[config.mk]
export PLATFORM = sky130hd
export DESIGN_NAME = sim_exit_monitor_flat
export DESIGN_NICKNAME = d
export VERILOG_FILES = /design/src/rtl/sim_exit_monitor_pkg.sv /design/src/rtl/sim_exit_monitor_if.sv /design/src/rtl/sim_exit_monitor_sat_counter.sv /design/src/rtl/sim_exit_monitor.sv /design/src/flat_wrapper.sv
export SDC_FILE = /design/constraint.sdc
export NUM_CORES = 1
export LEC_CHECK = 0
export ABC_AREA = 1
export BUFFER_PORTS_ARGS = -buffer_cell sky130_fd_sc_hd__clkbuf_2
export CAP_MARGIN = 20
export CORE_MARGIN = 2
export CORE_UTILIZATION = 40
export DETAILED_ROUTE_END_ITERATION = 10
export PLACE_DENSITY = 0.74
export SETUP_SLACK_MARGIN = 0.4
export SLEW_MARGIN = 25
export SYNTH_ARGS = -nofsm -noshare
export SYNTH_HDL_FRONTEND = slang
export SYNTH_SLANG_ARGS = --single-unit
[constraint.sdc]
create_clock -name clock -period 3.72 [get_ports clock]
set_input_delay 0.186 -clock clock [delete_from_list [all_inputs] [get_ports clock]]
set_output_delay 0.186 -clock clock [all_outputs]
set_load 0.01 [all_outputs]
[src/rtl/sim_exit_monitor_pkg.sv]
// Purpose: shared types and constants for the simulation exit monitor.
//   state_e       : monitor FSM states
//   exit_reason_e : why the test ended (NONE/SUCCESS/TOHOST/TIMEOUT)
//   TIMEOUT_CODE  : exit code reported on a watchdog expiry
package sim_exit_pkg;

   typedef enum logic [1:0] {
      ST_RUN   = 2'd0,
      ST_DRAIN = 2'd1,
      ST_DONE  = 2'd2
   } state_e;

   typedef enum logic [1:0] {
      EXIT_NONE    = 2'd0,
      EXIT_SUCCESS = 2'd1,
      EXIT_TOHOST  = 2'd2,
      EXIT_TIMEOUT = 2'd3
   } exit_reason_e;

   localparam logic [31:0] TIMEOUT_CODE = 32'hFFFF_FFFF;

endpackage

[src/rtl/sim_exit_monitor_if.sv]
// Purpose: tohost valid/ready handshake between the harness and the monitor.
//   tohost_valid : payload valid (harness -> monitor)
//   tohost_bits  : 64-bit payload (harness -> monitor)
//   tohost_ready : monitor accepts payload (monitor -> harness)
interface sim_exit_monitor_if;
   logic        tohost_valid;
   logic [63:0] tohost_bits;
   logic        tohost_ready;

   modport master (output tohost_valid, output tohost_bits, input  tohost_ready);
   modport slave  (input  tohost_valid, input  tohost_bits, output tohost_ready);
endinterface

[src/rtl/sim_exit_monitor_sat_counter.sv]
// Purpose: up-counter that sticks at its all-ones value.
//   i_clk   : clock
//   i_rst_n : asynchronous active-low reset (clears the count)
//   i_inc   : advance by one when not saturated
//   i_clear : synchronous clear, wins over i_inc
//   o_count : current count
module sat_counter #(
   parameter int W = 32
) (
   input  logic         i_clk,
   input  logic         i_rst_n,
   input  logic         i_inc,
   input  logic         i_clear,
   output logic [W-1:0] o_count
);

   logic [W-1:0] r_count;

   always_ff @(posedge i_clk or negedge i_rst_n) begin
      if (!i_rst_n) begin
         r_count <= '0;
      end else if (i_clear) begin
         r_count <= '0;
      end else if (i_inc && (r_count != {W{1'b1}})) begin
         r_count <= r_count + {{(W-1){1'b0}}, 1'b1};
      end
   end

   assign o_count = r_count;

endmodule

[src/rtl/sim_exit_monitor.sv]
// Purpose: watches the harness for the end of a test (success flag, tohost
// exit payload or watchdog expiry), latches the exit details, waits a drain
// period and then raises done.
//   clock, reset_n : clock and asynchronous active-low reset
//   io_success     : level success flag from the harness
//   tohost         : tohost valid/ready payload channel (slave side)
//   max_cycles     : watchdog limit, 0 disables
//   done, pass     : test finished / passed (pass only meaningful with done)
//   exit_reason    : exit_reason_e of the latched exit
//   exit_code      : latched exit code
//   finish_cycle   : cycle count at the exit event
//   msg_count      : accepted non-exit tohost payloads
//
// state    | meaning
// ST_RUN   | test running, any exit event is taken
// ST_DRAIN | exit latched, counting down drain cycles, exits ignored
// ST_DONE  | terminal until reset, done high, tohost not accepted
module sim_exit_monitor
   import sim_exit_pkg::*;
#(
   parameter int DRAIN_CYCLES = 16,
   parameter int MSG_CNT_W    = 32
) (
   input  logic                 clock,
   input  logic                 reset_n,
   input  logic                 io_success,
   sim_exit_monitor_if.slave    tohost,
   input  logic [63:0]          max_cycles,
   output logic                 done,
   output logic                 pass,
   output logic [1:0]           exit_reason,
   output logic [31:0]          exit_code,
   output logic [63:0]          finish_cycle,
   output logic [MSG_CNT_W-1:0] msg_count
);

   localparam logic [7:0] DRAIN_INIT = 8'(DRAIN_CYCLES - 1);

   state_e       r_state;
   logic [7:0]   r_drain_cnt;
   logic         r_ready;
   logic         r_done;
   logic         r_pass;
   exit_reason_e r_reason;
   logic [31:0]  r_code;
   logic [63:0]  r_finish;

   logic [63:0]  w_cycle_cnt;
   logic         w_hs;
   logic         w_msg;
   logic         w_in_run;
   logic         w_ev_tohost;
   logic         w_ev_success;
   logic         w_ev_timeout;
   logic         w_exit;
   logic [31:0]  w_th_code;

   assign w_hs         = tohost.tohost_valid & r_ready;
   assign w_th_code    = tohost.tohost_bits[32:1];
   // Zero payloads are idle writes from the harness, neither message nor exit.
   assign w_msg        = w_hs & (|tohost.tohost_bits) & ~tohost.tohost_bits[0];
   assign w_in_run     = (r_state == ST_RUN);
   assign w_ev_tohost  = w_in_run & w_hs & tohost.tohost_bits[0];
   assign w_ev_success = w_in_run & io_success;
   assign w_ev_timeout = w_in_run & (max_cycles != 64'd0) & (w_cycle_cnt == max_cycles);
   assign w_exit       = w_ev_tohost | w_ev_success | w_ev_timeout;

   sat_counter #(.W(64)) u_cycle_cnt (
      .i_clk   (clock),
      .i_rst_n (reset_n),
      .i_inc   (1'b1),
      .i_clear (1'b0),
      .o_count (w_cycle_cnt)
   );

   sat_counter #(.W(MSG_CNT_W)) u_msg_cnt (
      .i_clk   (clock),
      .i_rst_n (reset_n),
      .i_inc   (w_msg),
      .i_clear (1'b0),
      .o_count (msg_count)
   );

   always_ff @(posedge clock or negedge reset_n) begin
      if (!reset_n) begin
         r_state     <= ST_RUN;
         r_drain_cnt <= 8'd0;
         r_ready     <= 1'b0;
         r_done      <= 1'b0;
         r_pass      <= 1'b0;
         r_reason    <= EXIT_NONE;
         r_code      <= 32'd0;
         r_finish    <= 64'd0;
      end else begin
         case (r_state)
            ST_RUN: begin
               r_ready <= 1'b1;
               if (w_exit) begin
                  r_state     <= ST_DRAIN;
                  r_drain_cnt <= DRAIN_INIT;
                  r_finish    <= w_cycle_cnt;
                  if (w_ev_tohost) begin
                     r_reason <= EXIT_TOHOST;
                     r_code   <= w_th_code;
                     r_pass   <= (w_th_code == 32'd0);
                  end else if (w_ev_success) begin
                     r_reason <= EXIT_SUCCESS;
                     r_code   <= 32'd0;
                     r_pass   <= 1'b1;
                  end else begin
                     r_reason <= EXIT_TIMEOUT;
                     r_code   <= TIMEOUT_CODE;
                     r_pass   <= 1'b0;
                  end
               end
            end
            ST_DRAIN: begin
               if (r_drain_cnt == 8'd0) begin
                  r_state <= ST_DONE;
                  r_done  <= 1'b1;
                  r_ready <= 1'b0;
               end else begin
                  r_drain_cnt <= r_drain_cnt - 8'd1;
               end
            end
            ST_DONE: begin
               r_done  <= 1'b1;
               r_ready <= 1'b0;
            end
            default: r_state <= ST_RUN;
         endcase
      end
   end

   assign tohost.tohost_ready = r_ready;
   assign done                = r_done;
   // pass is latched at the exit event but only exposed once done is high.
   assign pass                = r_done & r_pass;
   assign exit_reason         = r_reason;
   assign exit_code           = r_code;
   assign finish_cycle        = r_finish;

endmodule

[src/flat_wrapper.sv]
// flat-port wrapper written by rule: the top's interface ports become plain ports
module sim_exit_monitor_flat import sim_exit_pkg::*;
#(
   parameter int DRAIN_CYCLES = 16,
   parameter int MSG_CNT_W    = 32
)
  (clock, reset_n, io_success, max_cycles, done, pass, exit_reason, exit_code, finish_cycle, msg_count, tohost_tohost_valid, tohost_tohost_bits, tohost_tohost_ready);
  sim_exit_monitor_if tohost_i ();
  input  logic clock;
  input  logic reset_n;
  input  logic io_success;
  input  logic [63:0] max_cycles;
  output logic done;
  output logic pass;
  output logic [1:0] exit_reason;
  output logic [31:0] exit_code;
  output logic [63:0] finish_cycle;
  output logic [MSG_CNT_W-1:0] msg_count;
  input wire logic [$bits(tohost_i.tohost_valid)-1:0] tohost_tohost_valid;
  input wire logic [$bits(tohost_i.tohost_bits)-1:0] tohost_tohost_bits;
  output wire logic [$bits(tohost_i.tohost_ready)-1:0] tohost_tohost_ready;
  assign tohost_i.tohost_valid = tohost_tohost_valid;
  assign tohost_i.tohost_bits = tohost_tohost_bits;
  assign tohost_tohost_ready = tohost_i.tohost_ready;
  sim_exit_monitor #(.DRAIN_CYCLES(DRAIN_CYCLES), .MSG_CNT_W(MSG_CNT_W)) u_core (.clock(clock), .reset_n(reset_n), .io_success(io_success), .tohost(tohost_i), .max_cycles(max_cycles), .done(done), .pass(pass), .exit_reason(exit_reason), .exit_code(exit_code), .finish_cycle(finish_cycle), .msg_count(msg_count));
endmodule
==> metrics.txt <==
Core Area=29720 µm²; DRT antenna net count=0; synthesized instance count=1718; Final Hold Vio Count=0; pin count of the biggest net entering global routing=158; Total Routing Usage GR=0.2981; Initial Util=0.4082; R2R depth=10; post-layout min period=2.823 ns; CP Data Required Time=4.17 ns; R2R Setup Slk=0.90 ns; first-pass GRT wire length=71.04 mm; Post-Route WL=47.94 mm; Distinct cells, synth=35; crit path launch type=flip-flop; post-DP HPWL=38.12 mm; outcome=complete, no violations; worst-margin pin slew=0.9711 ns; Post-Syn Area=12130 µm²; area leader, netlist=dfrtp_1; Min-Delay Startpoint=tohost_tohost_bits[21]; crit end category=flip-flop; Worst-Skew Late Latency=0.54 ns; Min-Delay Endpoint=u_core.exit_code[20]$_DFFE_PN0P_; Seq/Total Area, Yosys=0.4271; RePlAce Congestion=1.069; Ys Warns=0; maxcap violations=0; setup TNS=0 ns; Remaining Overflow, GRT=0; Post-synth EDFFs=0; worst vdd ir=0.3243 mV; Starting DRT DRC Count=1403; Reg clk slew, reported paths=0.06 ns; post-synthesis simple-gate area fraction=0.3748; CP startpoint=u_core.u_cycle_cnt.o_count[0]$_DFFE_PN0P_; hold_ws=0.004416 ns; fillers=2957; HP Class=input pin to flip-flop; clk_skew=0.03612 ns; end of the worst register-to-register path=u_core.u_cycle_cnt.o_count[53]$_DFFE_PN0P_; net count after synthesis=1859; Leakage Power=7.425 nW; layout cell share with drive strength beyond 1=0.1770; Final Total Pwr=0.007095 W; Post-synth top cells=nand2_1 (582), dfrtp_1 (207), nor2_1 (190); slowest stage delay, CP=0.45 ns; compound-gate portion of the synthesized area=0.06777; fin util=0.4960; number of detailed-route iterations in the first pass=5; WHS Path Cells=3; fin crit share=0.7589; row count=63; CTS tree=yes; # H-tree levels=1; #FFs+latches synth=207; clock buffer depth=3; drt via density=5.381; clock sinks=207; cell with the most instances after synthesis=nand2_1; Num CTS Buffers=25; critical path fanouts, max=33; post-synth top area share=0.4271; XOR/XNOR Fraction of Synth Area=0.04333; Post-CTS Setup Repair Bufs=0; fraction of registers with async set/reset=1.000; Main synth FF type=dfrtp_1; vias in the first global route=12020; clock root buffer=clkbuf_16; number of vias in the routed layout=12900; die height=178.1 µm; final setup fails=0; max-slew violations=0; RSZ-0062 raised after global routing=false; multiplexer area fraction after synthesis=0; Post-CTS Hold Fix Bufs=12; f_max=0.3542 GHz; Nets=2129; post-synthesis adder-cell area fraction=0.009284; critical-path cell list=ha_1 > nand3_1 > inv_1 > nand2_1 > nor2_1 > nand2_1 > nor2_1 > clkinv_1 > buf_4 > nand3_1; Syn Area/Cell=7.060 µm²; Post-CTS Resized=0; port bufs=264; Die W=178.1 µm; initial antenna violation count=1; max-slew headroom at the worst pin=0.3466; Crit Path Class=flip-flop to flip-flop; CP Data Arrival Time=3.27 ns; synth top area cells=dfrtp_1 (43%), nand2_1 (18%), nor2_1 (5.9%), nand3_1 (5.3%), inv_1 (5.2%); per-cell routed wire length=20.00 µm; largest family of logic cells by synthesized area=simple AND/OR/NAND/NOR gates; drt drc=0; PwrDens=481.3 nW/µm²; full die area=31730 µm²; Crit-path slowest cell=dfrtp_1; cell family with most CP delay=simple AND/OR/NAND/NOR gates; combined buffer and inverter count along the critical path=3; area grow syn2layout=21.53%; I/O pin count=265; worst reg2reg startpoint=u_core.u_cycle_cnt.o_count[0]$_DFFE_PN0P_
metal layers:
metal | global-route usage | part of all wire | vias to the layer above
met5 | 0 | 0 | -
li1 | - | - | 6081
met3 | 0.05371 | 0.093 | 104
met4 | 0.1021 | 0.036 | 0
met2 | 0.4714 | 0.44 | 666
met1 | 0.4115 | 0.43 | 6047
worst max-delay path by stage:
stage | cells after the start | endpoint | slack [ns]
3_3_place_gp | 14 | u_core.finish_cycle[12]$_DFFE_PN0P_ | 0.83
6_report | 10 | u_core.u_cycle_cnt.o_count[53]$_DFFE_PN0P_ | 0.90
4_1_cts | 14 | u_core.finish_cycle[25]$_DFFE_PN0P_ | 0.73
3_5_place_dp | 14 | u_core.finish_cycle[25]$_DFFE_PN0P_ | 0.73
2_1_floorplan | 11 | u_core.finish_cycle[59]$_DFFE_PN0P_ | 1.74
5_1_grt | 14 | u_core.finish_cycle[22]$_DFFE_PN0P_ | 0.69
worst min-delay path, delay by kind of cell:
kind,cells,cell delay (ns)
AO/OA/AOI/OAI,2,0.20
buffers and inverters,1,0.12
registers in the layout, indices dropped and copies added (netlist names):
name and count:
u_core.exit_code 32, u_core.exit_reason 2, u_core.u_msg_cnt.o_count 32, u_core.r_state 2, u_core.finish_cycle 64, u_core.u_cycle_cnt.o_count 64
u_core.r_drain_cnt 8, u_core.done 1, u_core.r_pass 1, u_core.tohost.tohost_ready 1
metrics by stage:
step / cells / instance area (µm²) / worst slack [ns]
2_1_floorplan: 1718 / 12130 / 1.744
6_report: 2397 / 14740 / 0.8968
4_1_cts: 2396 / 14740 / 0.7306
3_5_place_dp: 2339 / 13790 / 0.7325
5_1_grt: 2397 / 14740 / 0.6864
3_3_place_gp: 2339 / 13790 / 0.8311
logic make-up (layout without fill, tap and decap cells):
logic type                 count (synthesis)  count (layout)
xor gates and xnor gates                  60              60
adders and majority gates                  9               9
AOI/OAI and AO/OA                        159             159
and+or+nand+nor                         1060            1060
other                                      0               1
DFF                                      207             207
buffers and inverters                    223             511
report_power, final:
group	internal [W]	total (W)	switching (W)
Sequential	0.00256	0.00276	0.000206
Clock	0.00147	0.00246	0.000991
Combinational	0.000602	0.00187	0.00127
Total	0.00463	0.00709	0.00246
placed cells by master, fill, tap and decap left out, types with 25 or more instances in the layout:
| cell type | instances |
|---|---|
| dfrtp_1 | 207 |
| nor4_1 | 32 |
| o21ai_1 | 90 |
| inv_1 | 166 |
| nor3_1 | 49 |
| nor2_1 | 189 |
| nand4_1 | 53 |
| xor2_1 | 45 |
| nand3_1 | 129 |
| a21oi_1 | 40 |
| clkbuf_16 | 25 |
| clkbuf_2 | 263 |
| nand2_1 | 582 |
area by class of cell:
type | instances | area [µm²] | share of cell area
Antenna cell | 1 | 2.502 | 0.0001698
Timing Repair Buffer | 289 | 1560 | 0.1058
Clock inverter | 11 | 113.9 | 0.007724
Tap cell | 390 | 488.0 | 0.03310
Multi-Input combinational cell | 1288 | 6015 | 0.4080
Sequential cell | 207 | 5180 | 0.3514
Clock buffer | 34 | 709.4 | 0.04813
Inverter | 177 | 671.9 | 0.04558
Power figures use the tool's default switching activity.
